File: src/rtl/audio_out_i2s.sv
// I2S output stage: buffers 24-bit mixed samples in a small FIFO and serialises
// each one on both channels of a 64-BCLK frame, with sticky under/overflow flags.
module audio_out_i2s #(
    parameter int CLK_DIV = 4,
    parameter int FIFO_AW = 2
) (
    input  logic               clk,
    input  logic               rst,
    input  logic [23:0]        i_data,
    input  logic               i_valid,
    output logic               o_bclk,
    output logic               o_lrck,
    output logic               o_dacdat,
    output logic [FIFO_AW:0]   o_level,
    output logic               o_underflow,
    output logic               o_overflow
);

    localparam int DEPTH = 1 << FIFO_AW;
    localparam int DW    = (CLK_DIV > 1) ? $clog2(CLK_DIV) : 1;

    logic [DW-1:0]      div_cnt;
    logic [5:0]         bit_cnt;
    logic [23:0]        shadow;
    logic [23:0]        mem [DEPTH];
    logic [FIFO_AW-1:0] wr_ptr;
    logic [FIFO_AW-1:0] rd_ptr;
    logic [FIFO_AW:0]   count;

    logic               div_wrap;
    logic               fall;
    logic               frame_start;
    logic               empty;
    logic               full;
    logic               pop;
    logic               push;
    logic [5:0]         bit_next;
    logic [4:0]         slot;
    logic [4:0]         bit_idx;
    logic [23:0]        shadow_next;
    logic               ser_bit;

    always_comb begin
        div_wrap    = (div_cnt == DW'(CLK_DIV - 1));
        fall        = div_wrap && o_bclk;
        bit_next    = bit_cnt + 6'd1;
        frame_start = fall && (bit_next == 6'd0);
        empty       = (count == '0);
        full        = (count == (FIFO_AW+1)'(DEPTH));
        pop         = frame_start && !empty;
        // A pop frees a slot this same edge, so a full FIFO still accepts then.
        push        = i_valid && (!full || pop);
        shadow_next = pop ? mem[rd_ptr] : shadow;
        slot        = bit_next[4:0];
        bit_idx     = 5'd24 - slot;
        ser_bit     = 1'b0;
        // One-BCLK I2S delay: MSB lands at slot 1, slots 25..31 are padding.
        if (slot >= 5'd1 && slot <= 5'd24) begin
            ser_bit = shadow_next[bit_idx];
        end
    end

    always_ff @(posedge clk or negedge rst) begin
        if (!rst) begin
            div_cnt     <= '0;
            o_bclk      <= 1'b0;
            bit_cnt     <= '1;
            o_lrck      <= 1'b0;
            o_dacdat    <= 1'b0;
            shadow      <= '0;
            wr_ptr      <= '0;
            rd_ptr      <= '0;
            count       <= '0;
            o_underflow <= 1'b0;
            o_overflow  <= 1'b0;
        end else begin
            if (div_wrap) begin
                div_cnt <= '0;
                o_bclk  <= ~o_bclk;
            end else begin
                div_cnt <= div_cnt + DW'(1);
            end

            if (fall) begin
                bit_cnt  <= bit_next;
                o_lrck   <= bit_next[5];
                o_dacdat <= ser_bit;
                shadow   <= shadow_next;
            end

            if (frame_start && empty) begin
                o_underflow <= 1'b1;
            end
            if (i_valid && !push) begin
                o_overflow <= 1'b1;
            end

            if (pop) begin
                rd_ptr <= rd_ptr + FIFO_AW'(1);
            end
            if (push) begin
                wr_ptr <= wr_ptr + FIFO_AW'(1);
            end
            case ({push, pop})
                2'b10:   count <= count + (FIFO_AW+1)'(1);
                2'b01:   count <= count - (FIFO_AW+1)'(1);
                default: count <= count;
            endcase
        end
    end

    always_ff @(posedge clk) begin
        if (push) begin
            mem[wr_ptr] <= i_data;
        end
    end

    assign o_level = count;

endmodule

File: config.mk
export PLATFORM = sky130hd
export DESIGN_NAME = audio_out_i2s
export DESIGN_NICKNAME = d
export VERILOG_FILES = /design/src/rtl/audio_out_i2s.sv
export SDC_FILE = /design/constraint.sdc
export NUM_CORES = 1
export LEC_CHECK = 0
export CAP_MARGIN = 40
export CORE_ASPECT_RATIO = 0.6
export CORE_MARGIN = 2
export CORE_UTILIZATION = 30
export CTS_CLUSTER_DIAMETER = 30
export CTS_CLUSTER_SIZE = 24
export DETAILED_ROUTE_END_ITERATION = 7
export HOLD_SLACK_MARGIN = 0.12
export SLEW_MARGIN = 20
export SYNTH_ARGS = -nofsm -noshare
export SYNTH_HDL_FRONTEND = slang
export SYNTH_SLANG_ARGS = --single-unit
File: constraint.sdc
create_clock -name clk -period 8.65 [get_ports clk]
set_input_delay 0.865 -clock clk [delete_from_list [all_inputs] [get_ports clk]]
set_output_delay 0.865 -clock clk [all_outputs]
set_load 0.05 [all_outputs]
Yosys cells after proc, flatten, opt, wreduce, memory -nomap -nowiden
Memories as Yosys holds them, arrays and structs flattened.
Cells that the tools add are included.
{"block": "word_totals", "register_bits": 44, "out_inout_bits": 8, "wordCells": 49, "ramBits": 96, "in_bits": 27, "n_memories": 1}
{"block": "op_classes", "add_sub_neg": 7, "eq_ne": 4, "order_cmp": 3, "bitwise": 1, "n_mux": 8, "n_reduce_logical": 14}
{"memory": "mem", "depth": 4, "width": 24, "read_ports": 1, "rd_clocked_by_memory_dff": 0, "wr": 1, "line_no": "25", "source": "logic [23:0] mem [DEPTH];"}
{"operator": "24-bit two-way mux", "n": 1}
{"operator": "1-bit logical AND", "n": 7}
{"operator": "2-bit by 1-bit adder with 2-bit output (second input constant)", "n": 3}
{"operator": "6-bit by 1-bit adder with 6-bit output (second input constant)", "n": 1}
{"operator": "6-bit logical NOT", "n": 1}
{"operator": "5-bit by 6-bit less-than comparator with 1-bit output (second input constant)", "n": 1}
{"operator": "3-bit case mux with 2 select lines", "n": 1}
{"operator": "1-bit binary-select mux with 5-bit select", "n": 1}
{"operator": "5-bit by 1-bit >= comparator with 1-bit output (second input constant)", "n": 1}
{"operator": "5-bit <= comparator (second input constant)", "n": 1}
{"operator": "5-bit subtractor (first input constant)", "n": 1}
{"operator": "2-bit == test (second input constant)", "n": 2}
{"operator": "1-bit two-way mux", "n": 4}
{"operator": "3-bit by 1-bit adder with 3-bit output (second input constant)", "n": 1}
{"operator": "3-bit == test (second input constant)", "n": 1}
{"operator": "1-bit logical NOT", "n": 3}
{"operator": "3-bit logical NOT", "n": 1}
{"operator": "3-bit by 1-bit subtractor with 3-bit output (second input constant)", "n": 1}
{"operator": "2-bit by 1-bit == test with 1-bit output (second input constant)", "n": 1}
{"operator": "2-bit two-way mux", "n": 1}
{"operator": "2-bit nonzero test", "n": 1}
{"operator": "1-bit logical OR", "n": 1}
{"operator": "1-bit NOT", "n": 1}

Depth between registers and ports, before layout
Gate-level depths: netlist of the first run.
{"block": "logic_depth", "depth_word": 8, "mapped_depth": 14, "mapped_depth_nobuf": 14}

Worst setup path after synthesis of the first run
OpenSTA, ideal clock, no wires.
{"block": "synth_timing", "path_kind": "register -> register", "from": "register bit_cnt[1]", "to": "register count[2], in the netlist o_level[2]", "setup_slack_ns": 5.386, "arrival_ns": 3.181, "required_ns": 8.567, "stages_incl_launch_ff": 15, "synth_period_minus_slack_ns": 3.264, "setup_ns": 0.083, "path_buffers": 3, "path_cell_list": "dfstp_2 ha_1 xnor2_2 nand2_1 or3_4 nor2_4 buf_6 buf_6 buf_2 ha_1 inv_1 fa_1 xor2_1 nor2_1 xor2_1"}
{"block": "synth_via", "elab_chain_cells": 8, "elab_cells_between_ends": 10, "classes_between": "1 x add/sub; 2 x eq/ne; 1 x mux; 6 x reduce/logical"}
{"item": "start: declaration", "line_no": "23", "source": "logic [5:0] bit_cnt;"}
{"item": "start signal: assignment", "line_no": "85", "source": "bit_cnt <= bit_next;"}
{"item": "6-bit by 1-bit adder with 6-bit output *", "line_no": "46", "source": "bit_next = bit_cnt + 6'd1;"}
{"item": "6-bit logical NOT *", "line_no": "47", "source": "frame_start = fall && (bit_next == 6'd0);"}
{"item": "1-bit logical AND *", "line_no": "47"}
{"item": "1-bit logical AND *", "line_no": "50", "source": "pop = frame_start && !empty;"}
{"item": "1-bit logical OR", "line_no": "52", "source": "push = i_valid && (!full || pop);"}
{"item": "1-bit logical AND", "line_no": "52"}
{"item": "2-bit by 1-bit == test with 1-bit output or 2-bit == test (tied branches)", "line_no": "104", "source": "case ({push, pop})"}
{"item": "3-bit case mux with 2 select lines or 2-bit nonzero test (tied branches)"}
{"item": "end signal: assignment", "line_no": "105", "source": "2'b10: count <= count + (FIFO_AW+1)'(1);"}
{"item": "end signal: assignment", "line_no": "106", "source": "2'b01: count <= count - (FIFO_AW+1)'(1);"}
{"item": "end signal: assignment", "line_no": "107", "source": "default: count <= count;"}
{"item": "end: declaration", "line_no": "28", "source": "logic [FIFO_AW:0] count;"}
Mark *: on every way between the ends. The rest lies on a longest branch, timed or not.
A chain may end at the register's enable or synchronous reset.

Final worst setup path of the first run
{"block": "layout_timing", "from": "register bit_cnt[0]", "to": "register o_dacdat"}
{"block": "layout_via", "elab_chain_cells": 8, "elab_cells_between_ends": 12, "classes_between": "2 x add/sub; 2 x order compare; 4 x mux; 4 x reduce/logical"}
{"item": "6-bit by 1-bit adder with 6-bit output *", "line_no": "46"}
{"item": "parallel branches: the longest is 6 deep, another holds 5-bit subtractor"}
{"item": "1-bit two-way mux *", "line_no": "58", "source": "if (slot >= 5'd1 && slot <= 5'd24) begin"}
{"item": "end signal: assignment", "line_no": "87", "source": "o_dacdat <= ser_bit;"}
{"item": "end: declaration", "line_no": "13", "source": "output logic o_dacdat,"}
Every way passes the cells marked *. The select of a mux whose other input is x is not followed.

==> results.yml, run 1 <==
clocking:
  cts-root-buf: "clkbuf_16"
  cts_made_buffers: 17
  cts_setup_buffers: 0
  clk_path_buf_depth: 2
  cts_max_level: 4
  cts-resized-gates: 0
  cts_tree: "done"
  clk_pin_slew_worst_paths_ps: 60
  cts-hold-fix-buffers: 0
  cts.sink_count: 140
  insertion_delay_ps: 410
timing:
  slew_violations: 0
  finalSetupViolCount: 0
  hold_violations: 0
  tns_ps: 0
  grt_setup_unrepaired: "no"
  fmax_mhz: 282
  fin_crit_sh_pct: 41.0
  worstMarginPinSlew_ps: 773
  fin_worst_skew_ps: 9.06
  min_period_ps: 3540
  slew_headroom_pct: 48.1
place:
  io_buffers: 34
  gp_congestion: 0.770
  hpwl_um: 7350
  placedCellCount: 616
floorplan:
  start_util_pct: 30.7
  io_pins: 35
  row_count: 39
  die_area_um2: 20800
  fp.dieH_um: 112
  die_x_um: 185
  coreArea_um2: 19100
status:
  status: "finished clean"
route:
  ant_nets: 0
  met1Wirelength_um: 5700
  wl_met3_um: 454
  first_iter_violations: 164
  vias_per_cell: 4.61
  drt_wl_total_um: 11300
  firstDrtPassIters: 5
  wl_per_cell_um: 17.4
  top_layer_used: "met4"
  vias: 2986
  wl_met2_um: 5000
  drc: 0
cells_and_area:
  final.fill_count: 1777
  utilization_pct: 37.3
  final_cells: 648
  final_nets: 406
  syn_to_final_growth_pct: 21.5
  drive_gt1_share_pct: 25.1
  antenna_cells: 0
setup_path:
  reg2reg_slack_ps: 5110
  crit_type: "register to register"
  max_stage_delay_ps: 680
  reg2reg_depth: 10
  cpLargestDelayFamily: "simple AND/OR/NAND/NOR gates"
  crit_arrival_ps: 3850
  crit_slowest_cell: "dfstp_2"
  cp.required_ps: 8950
  critical_path_buf_inv_count: 1
  startpoint_type: "register"
  critPathCaptureType: "register"
  cp_cell_sequence: "ha_1 -> xnor2_2 -> nand2_1 -> or3_4 -> nor2_4 -> buf_4 -> mux2_4 -> mux4_2 -> and3_1 -> o211a_1"
  r2r_start: "bit_cnt[0]"
  reg2reg_to: "o_dacdat"
  path_max_fanout: 32
synthesis:
  ys_ff_latch: 140
  ys_seq_area_share_pct: 67.9
  ys_async_sr_fraction_pct: 31.4
  yosysWarnings: 0
  yosys.area.top_type: "edfxtp_1"
  synth_cells: 321
  synth_top_area_share_pct: 49.1
  synthTopCellsByArea: "edfxtp_1 49%, dfrtp_1 16%, mux4_2 11%"
  netlist_area_um2: 5880
  synth_edf_count: 96
  yosysMostFrequentCell: "edfxtp_1"
  syn-num-nets: 358
  synth.avg_cell_area_um2: 18.3
  synthTopCellsByCount: "96 x edfxtp_1, 38 x dfrtp_1, 30 x mux4_2"
  synth_flop_cell: "edfxtp_1"
  yosysUniqueCellTypes: 49
grt:
  grt_pass1_wl_um: 18200
  grt_use_total_pct: 11.8
  antenna_found_initial: 0
  grt_remaining_overflow: 0
  grt_max_degree: 33
  grt_pass1_vias: 3194
power_and_ir_drop:
  p_per_area_nw_per_um2: 255
  p_int_mw: 1.34
  p_switching_mw: 0.480
  switching_share_pct: 26.3
  leakagePower_nw: 2.62
  ir_drop_mv: 0.127
  sequentialPowerShare_pct: 47.3
  clkPwrFrac_pct: 40.4
  power_frac_comb_pct: 12.3
flow_run:
  cap_violations: 0
worst_hold_path:
  worstHoldPathType: "input pin to async pin"
==> registers in the layout, indices dropped and copies added, names as in the netlist, 2 cells and up <==
register,count
mem,96
o_level,3
rd_ptr,2
div_cnt,2
bit_cnt,6
shadow,24
wr_ptr,2
==> cells in the final DEF, fill, tap and decap left out, drive strengths merged, types with 11 or more instances in the layout <==
cell,synthesis,final
edfxtp,96,96
dfrtp,38,38
clkdlybuf4s50,0,33
mux4,30,30
mux2,26,26
inv,12,20
clkbuf,3,17
nand2,12,12
xnor2,11,11
==> through the flow <==
stage | setup WS (ps) | total power [mW] | hold slack (ps) | cell area (µm²)
finish | 5110 | 1.82 | 349 | 7140
global route | 4900 | 1.90 | 364 | 7140
CTS | 5090 | 1.85 | 354 | 7140
detailed placement | 5100 | 1.11 | 416 | 6540
global placement | 5200 | 1.09 | 414 | 6520
floorplan | 5390 | 1.00 | 403 | 5880
==> how the worst max path moves through the flow <==
stage	startpoint	depth (start not counted)	endpoint
after global routing	bit_cnt[0]	10	o_dacdat
final	bit_cnt[0]	10	o_dacdat
after floorplan	bit_cnt[1]	14	o_level[2]
after global placement	bit_cnt[0]	10	o_dacdat
after detailed placement	bit_cnt[0]	10	o_dacdat
after CTS	bit_cnt[0]	10	o_dacdat
==> cell type report <==
class / count / area [µm²] / share of cell area, %
Timing Repair Buffer: 42 / 408 / 5.71
Clock buffer: 17 / 425 / 5.96
Clock inverter: 15 / 175 / 2.45
Multi-Input combinational cell: 156 / 1760 / 24.7
Tap cell: 266 / 333 / 4.66
Sequential cell: 140 / 3990 / 55.9
Inverter: 12 / 45.0 / 0.631
==> per-layer routing <==
| metal | GRT usage, % | vias up |
|---|---|---|
| li1 | - | 1364 |
| met1 | 17.2 | 1551 |
| met2 | 17.3 | 57 |
| met3 | 3.05 | 14 |
| met4 | 3.97 | 0 |
| met5 | 0 | - |
==> worst register-to-register path, stage by stage, from the launching register on <==
cell	delay, ps
dfstp_2	680
ha_1	330
xnor2_2	170
nand2_1	120
or3_4	400
nor2_4	100
buf_4	390
mux2_4	360
mux4_2	470
and3_1	210
o211a_1	220
==> kinds of logic (layout without fill, tap and decap cells) <==
| family | Yosys count | count (layout) | synth area share (%) |
|---|---|---|---|
| buf+inv | 25 | 86 | 2.07 |
| xor+xnor | 18 | 18 | 2.94 |
| mux | 58 | 58 | 17.1 |
| compound gates | 21 | 21 | 2.75 |
| fa+ha+maj | 10 | 10 | 2.26 |
| flops | 140 | 140 | 67.9 |
| simple gates | 49 | 49 | 5.00 |
==> power by group through the flow <==
stage	clock network (mW)	logic, mW	registers, mW
final	0.737	0.225	0.862
after global routing	0.781	0.247	0.872
after CTS	0.750	0.231	0.865
after detailed placement	0	0.230	0.878
after global placement	0	0.224	0.871
after floorplan	0	0.102	0.899
Power figures use the tool's default switching activity.
==> inputs of run 2 (changes only) <==
Clock period 8.65 ns to 3 ns, I/O delays scaled along.
==> results.yml, run 2 (synthesis results as in run 1) <==
status:
  status: "finished clean"
cells_and_area:
  final_cell_mix: "96 x edfxtp_1, 38 x dfrtp_1, 33 x clkdlybuf4s50_1, 30 x mux4_2, 22 x buf_4"
  drive_gt1_share_pct: 30.9
  antenna_cells: 0
  syn_to_final_growth_pct: 26.7
  final.fill_count: 1773
  final_common_cell: "edfxtp_1"
  top_register: "mem"
  final_nets: 428
  largest_reg_flops: 96
  utilization_pct: 38.9
  reg_top3: "mem: 96 flops, shadow: 24 flops, bit_cnt: 6 flops"
route:
  ant_nets: 0
  vias_per_cell: 4.51
  first_iter_violations: 218
  vias: 3023
  drt_wl_total_um: 11700
  firstDrtPassIters: 4
  drc: 0
  wl_per_cell_um: 17.4
timing:
  grt_setup_unrepaired: "yes"
  slew_violations: 0
  worstMarginPinSlew_ps: 761
  finalSetupViolCount: 0
  slew_headroom_pct: 48.9
  fin_crit_sh_pct: 97.7
  fmax_mhz: 341
  fin_worst_skew_ps: 9.35
  min_period_ps: 2930
  hold_violations: 0
clocking:
  insertion_delay_ps: 420
  cts-root-buf: "clkbuf_16"
  clk_path_buf_depth: 2
  cts.sink_count: 140
  cts_tree: "done"
  clk_pin_slew_worst_paths_ps: 70
  cts_made_buffers: 17
  cts_max_level: 4
floorplan:
  die_area_um2: 20800
  die_x_um: 185
  start_util_pct: 30.7
  io_pins: 35
  row_count: 39
  coreArea_um2: 19100
  fp.dieH_um: 112
setup_path:
  critPathCaptureType: "register"
  crit_slowest_cell: "dfstp_2"
  cp.required_ps: 3300
  startpoint_type: "register"
  max_stage_delay_ps: 580
  crit_arrival_ps: 3230
  path_max_fanout: 6
  crit_type: "register to register"
  cp_cell_sequence: "ha_4 -> buf_6 -> nand3_4 -> xnor2_2 -> nand4b_4 -> nor2_4 -> mux2_4 -> mux4_2 -> and3_4 -> o211a_1"
grt:
  grt_max_degree: 34
  grt_use_total_pct: 12.2
  antenna_found_initial: 0
  grt_remaining_overflow: 0
  grt_pass1_vias: 3236
  grt_pass1_wl_um: 18300
place:
  io_buffers: 34
  hpwl_um: 7740
  gp_congestion: 0.801
power_and_ir_drop:
  ir_drop_mv: 0.343
  p_per_area_nw_per_um2: 724
  p_total_mw: 5.39
  leakagePower_nw: 2.76
flow_run:
  cap_violations: 0
worst_hold_path:
  worstHoldPathType: "input pin to async pin"
## run 2: cell types whose count changed in the layout (fill, tap and decap cells not counted), sizes merged
| cell | previous run | this run |
|---|---|---|
| buf | 9 | 30 |
| bufinv | 2 | 3 |
| clkbuf | 17 | 18 |
| clkinvlp | 3 | 2 |
| dlygate4sd3 | 0 | 1 |
| inv | 20 | 19 |
## run 2: layout make-up
cell class	count	area (µm²)	share of cell area, %
flip-flops and latches	140	3990	53.6
multi-input cells	156	1830	24.6
repair buffers	64	637	8.55
clock buffers	18	429	5.76
well taps	266	333	4.47
clock inverters	14	183	2.45
inverters	12	45.0	0.605
## run 2: timing repair
action / in CTS / in global routing
endpoints found under the hold margin: 40 / 0
hold buffers: 1 / 0
gates resized for setup: 0 / 11
setup buffers: 0 / 3
setup endpoints to repair: 0 / 3
## run 2: power breakdown
group | switching (mW) | internal [mW]
Clock | 0.839 | 1.33
Sequential | 0.0949 | 2.39
Combinational | 0.449 | 0.288
Total | 1.38 | 4.01
## run 2: path summary, 6_finish.rpt
path                             from         end  slack, ps  cells past startpoint
max reg2reg                bit_cnt[0]    o_dacdat         70                     10
min reg2reg                div_cnt[0]  div_cnt[0]        430                      1
min in group clk           div_cnt[0]  div_cnt[0]        430                      1
min                               rst      o_bclk        310                      2
max in group asynchronous         rst  bit_cnt[1]       2150                      3
max                        bit_cnt[0]    o_dacdat         70                     10
## run 2: critical path: cells and delay by family, from the launching register on
kind,cells,cell delay (ps)
buffers and inverters,1,110
xor gates and xnor gates,1,170
DFF,1,580
adders and majority gates,1,180
muxes,2,830
and+or+nand+nor,4,750
AOI/OAI and AO/OA,1,200
## run 2: stage by stage
stage	hold WS, ps	instances	worst slack [ps]	TNS, ps	instance area, µm²
final	307	670	67.9	0	7450
after global routing	345	670	-27.9	-36.7	7450
after CTS	313	667	37.5	0	7380
after detailed placement	209	634	50.3	0	6750
after global placement	414	633	113	0	6730
after floorplan	4.41	321	-29.4	-29.4	5910
## run 2: layer usage
| layer | vias up | part of all wire (%) | global-route usage, % |
|---|---|---|---|
| li1 | 1392 | - | - |
| met1 | 1564 | 51 | 17.9 |
| met2 | 53 | 44 | 17.5 |
| met3 | 14 | 4.3 | 3.21 |
| met4 | 0 | 1.2 | 4.18 |
| met5 | - | 0 | 0 |
==> inputs of run 3 (changes only) <==
Clock period 3 ns to 3.1 ns, I/O delays scaled along.
==> results.yml, run 3 (synthesis results as in run 1) <==
setup_path:
  crit_start: "bit_cnt[0]"
  crit_arrival_ps: 3340
  cpLargestDelayFamily: "simple AND/OR/NAND/NOR gates"
  startpoint_type: "register"
  path_max_fanout: 7
  reg2reg_slack_ps: 60
  max_stage_delay_ps: 590
  critPathCaptureType: "register"
  reg2reg_depth: 9
  cp_cell_sequence: "ha_4 -> xnor2_4 -> nand2_2 -> or3_4 -> nor2_4 -> mux2_4 -> mux4_2 -> and3_4 -> o211a_1"
  cp.required_ps: 3400
  crit_slowest_cell: "dfstp_2"
  reg2reg_to: "o_dacdat"
  critical_path_buf_inv_count: 0
  r2r_start: "bit_cnt[0]"
  crit_type: "register to register"
floorplan:
  die_x_um: 185
  die_area_um2: 20800
  row_count: 39
  start_util_pct: 30.7
  fp.dieH_um: 112
  io_pins: 35
  coreArea_um2: 19100
power_and_ir_drop:
  ir_drop_mv: 0.326
  leakagePower_nw: 2.75
  p_per_area_nw_per_um2: 679
timing:
  slew_violations: 0
  fmax_mhz: 329
  timing.hold.ws_ps: 433
  fin_crit_sh_pct: 97.9
  finalSetupViolCount: 0
  slew_headroom_pct: 62.2
  fin_worst_skew_ps: 11.3
  hold_violations: 0
  worstMarginPinSlew_ps: 567
  grt_setup_unrepaired: "yes"
  min_period_ps: 3040
grt:
  antenna_found_initial: 0
  grt_pass1_wl_um: 18900
  grt_use_total_pct: 12.5
  grt_max_degree: 28
  grt_remaining_overflow: 0
  grt_pass1_vias: 3316
clocking:
  cts_tree: "done"
  insertion_delay_ps: 420
  cts.sink_count: 140
  cts_made_buffers: 17
  clk_path_buf_depth: 2
  cts_max_level: 4
  clk_pin_slew_worst_paths_ps: 60
  cts-root-buf: "clkbuf_16"
place:
  gp_congestion: 0.815
  hpwl_um: 7600
  placedCellCount: 625
  io_buffers: 34
route:
  first_iter_violations: 251
  firstDrtPassIters: 6
  wl_per_cell_um: 18.0
  drt_wl_total_um: 12100
  vias_per_cell: 4.67
  ant_nets: 0
  drc: 0
  vias: 3126
cells_and_area:
  final_nets: 428
  antenna_cells: 0
  final_cells: 670
  final_common_cell: "edfxtp_1"
  largest_reg_flops: 96
  reg_top3: "mem: 96 flops, shadow: 24 flops, bit_cnt: 6 flops"
  syn_to_final_growth_pct: 26.4
  final_cell_mix: "96 x edfxtp_1, 38 x dfrtp_1, 33 x clkdlybuf4s50_1, 30 x mux4_2, 20 x buf_4"
  top_register: "mem"
  utilization_pct: 38.8
  drive_gt1_share_pct: 30.9
worst_hold_path:
  worstHoldPathType: "input pin to async pin"
status:
  status: "finished clean"
flow_run:
  cap_violations: 0
-- run 3: worst max path at each step --
stage	to	depth (start not counted)
3_5_place_dp	o_level[2]	12
4_1_cts	o_level[2]	12
2_1_floorplan	o_level[2]	14
5_1_grt	o_dacdat	9
6_report	o_dacdat	9
3_3_place_gp	o_level[2]	12
-- run 3: cell type report --
type,instances,area (µm²)
Timing Repair Buffer,64,676
Tap cell,266,333
Clock buffer,18,429
Multi-Input combinational cell,156,1820
Fill cell,1775,11700
Inverter,12,45.0
Sequential cell,140,3990
Clock inverter,14,131
-- run 3: power by group --
group          switching (mW)  internal, mW
logic                   0.430         0.270
registers              0.0923          2.32
clock network           0.818          1.12
-- run 3: metal layers --
metal  vias to the layer above  track usage (%)  wire, µm
li1                       1400                -         -
met1                      1633             17.9      5790
met2                        76             17.9      5520
met3                        17             3.80       607
met4                         0             4.29       165
met5                         -                0         0
-- run 3: repair_timing --
| action | CTS | global route |
|---|---|---|
| resized for setup | 2 | 7 |
| gates cloned | 0 | 1 |
| setup buffers | 0 | 10 |
| pin swaps | 1 | 4 |
| hold endpoints to repair | 21 | 0 |
| setup endpoints to repair | 1 | 3 |
| hold buffers | 1 | 0 |
-- run 3: worst register-to-register path, delay by kind of cell (launching register included) --
| kind | cells | cell delay (ps) |
|---|---|---|
| flip-flops | 1 | 590 |
| multiplexers | 2 | 820 |
| XOR/XNOR | 1 | 140 |
| AND/OR/NAND/NOR | 4 | 960 |
| AO/OA/AOI/OAI | 1 | 210 |
| adder cells (fa/ha/maj) | 1 | 200 |
-- run 3: through the flow --
stage	TNS, ps	power [mW]	instance area, µm²	setup slack (ps)
floorplan	0	2.79	5900	7.92
global placement	0	3.11	6660	98.7
detailed placement	-18.4	3.16	6690	-18.4
CTS	0	5.11	7270	28.2
global route	-60.0	5.26	7430	-34.4
finish	0	5.04	7430	64.6
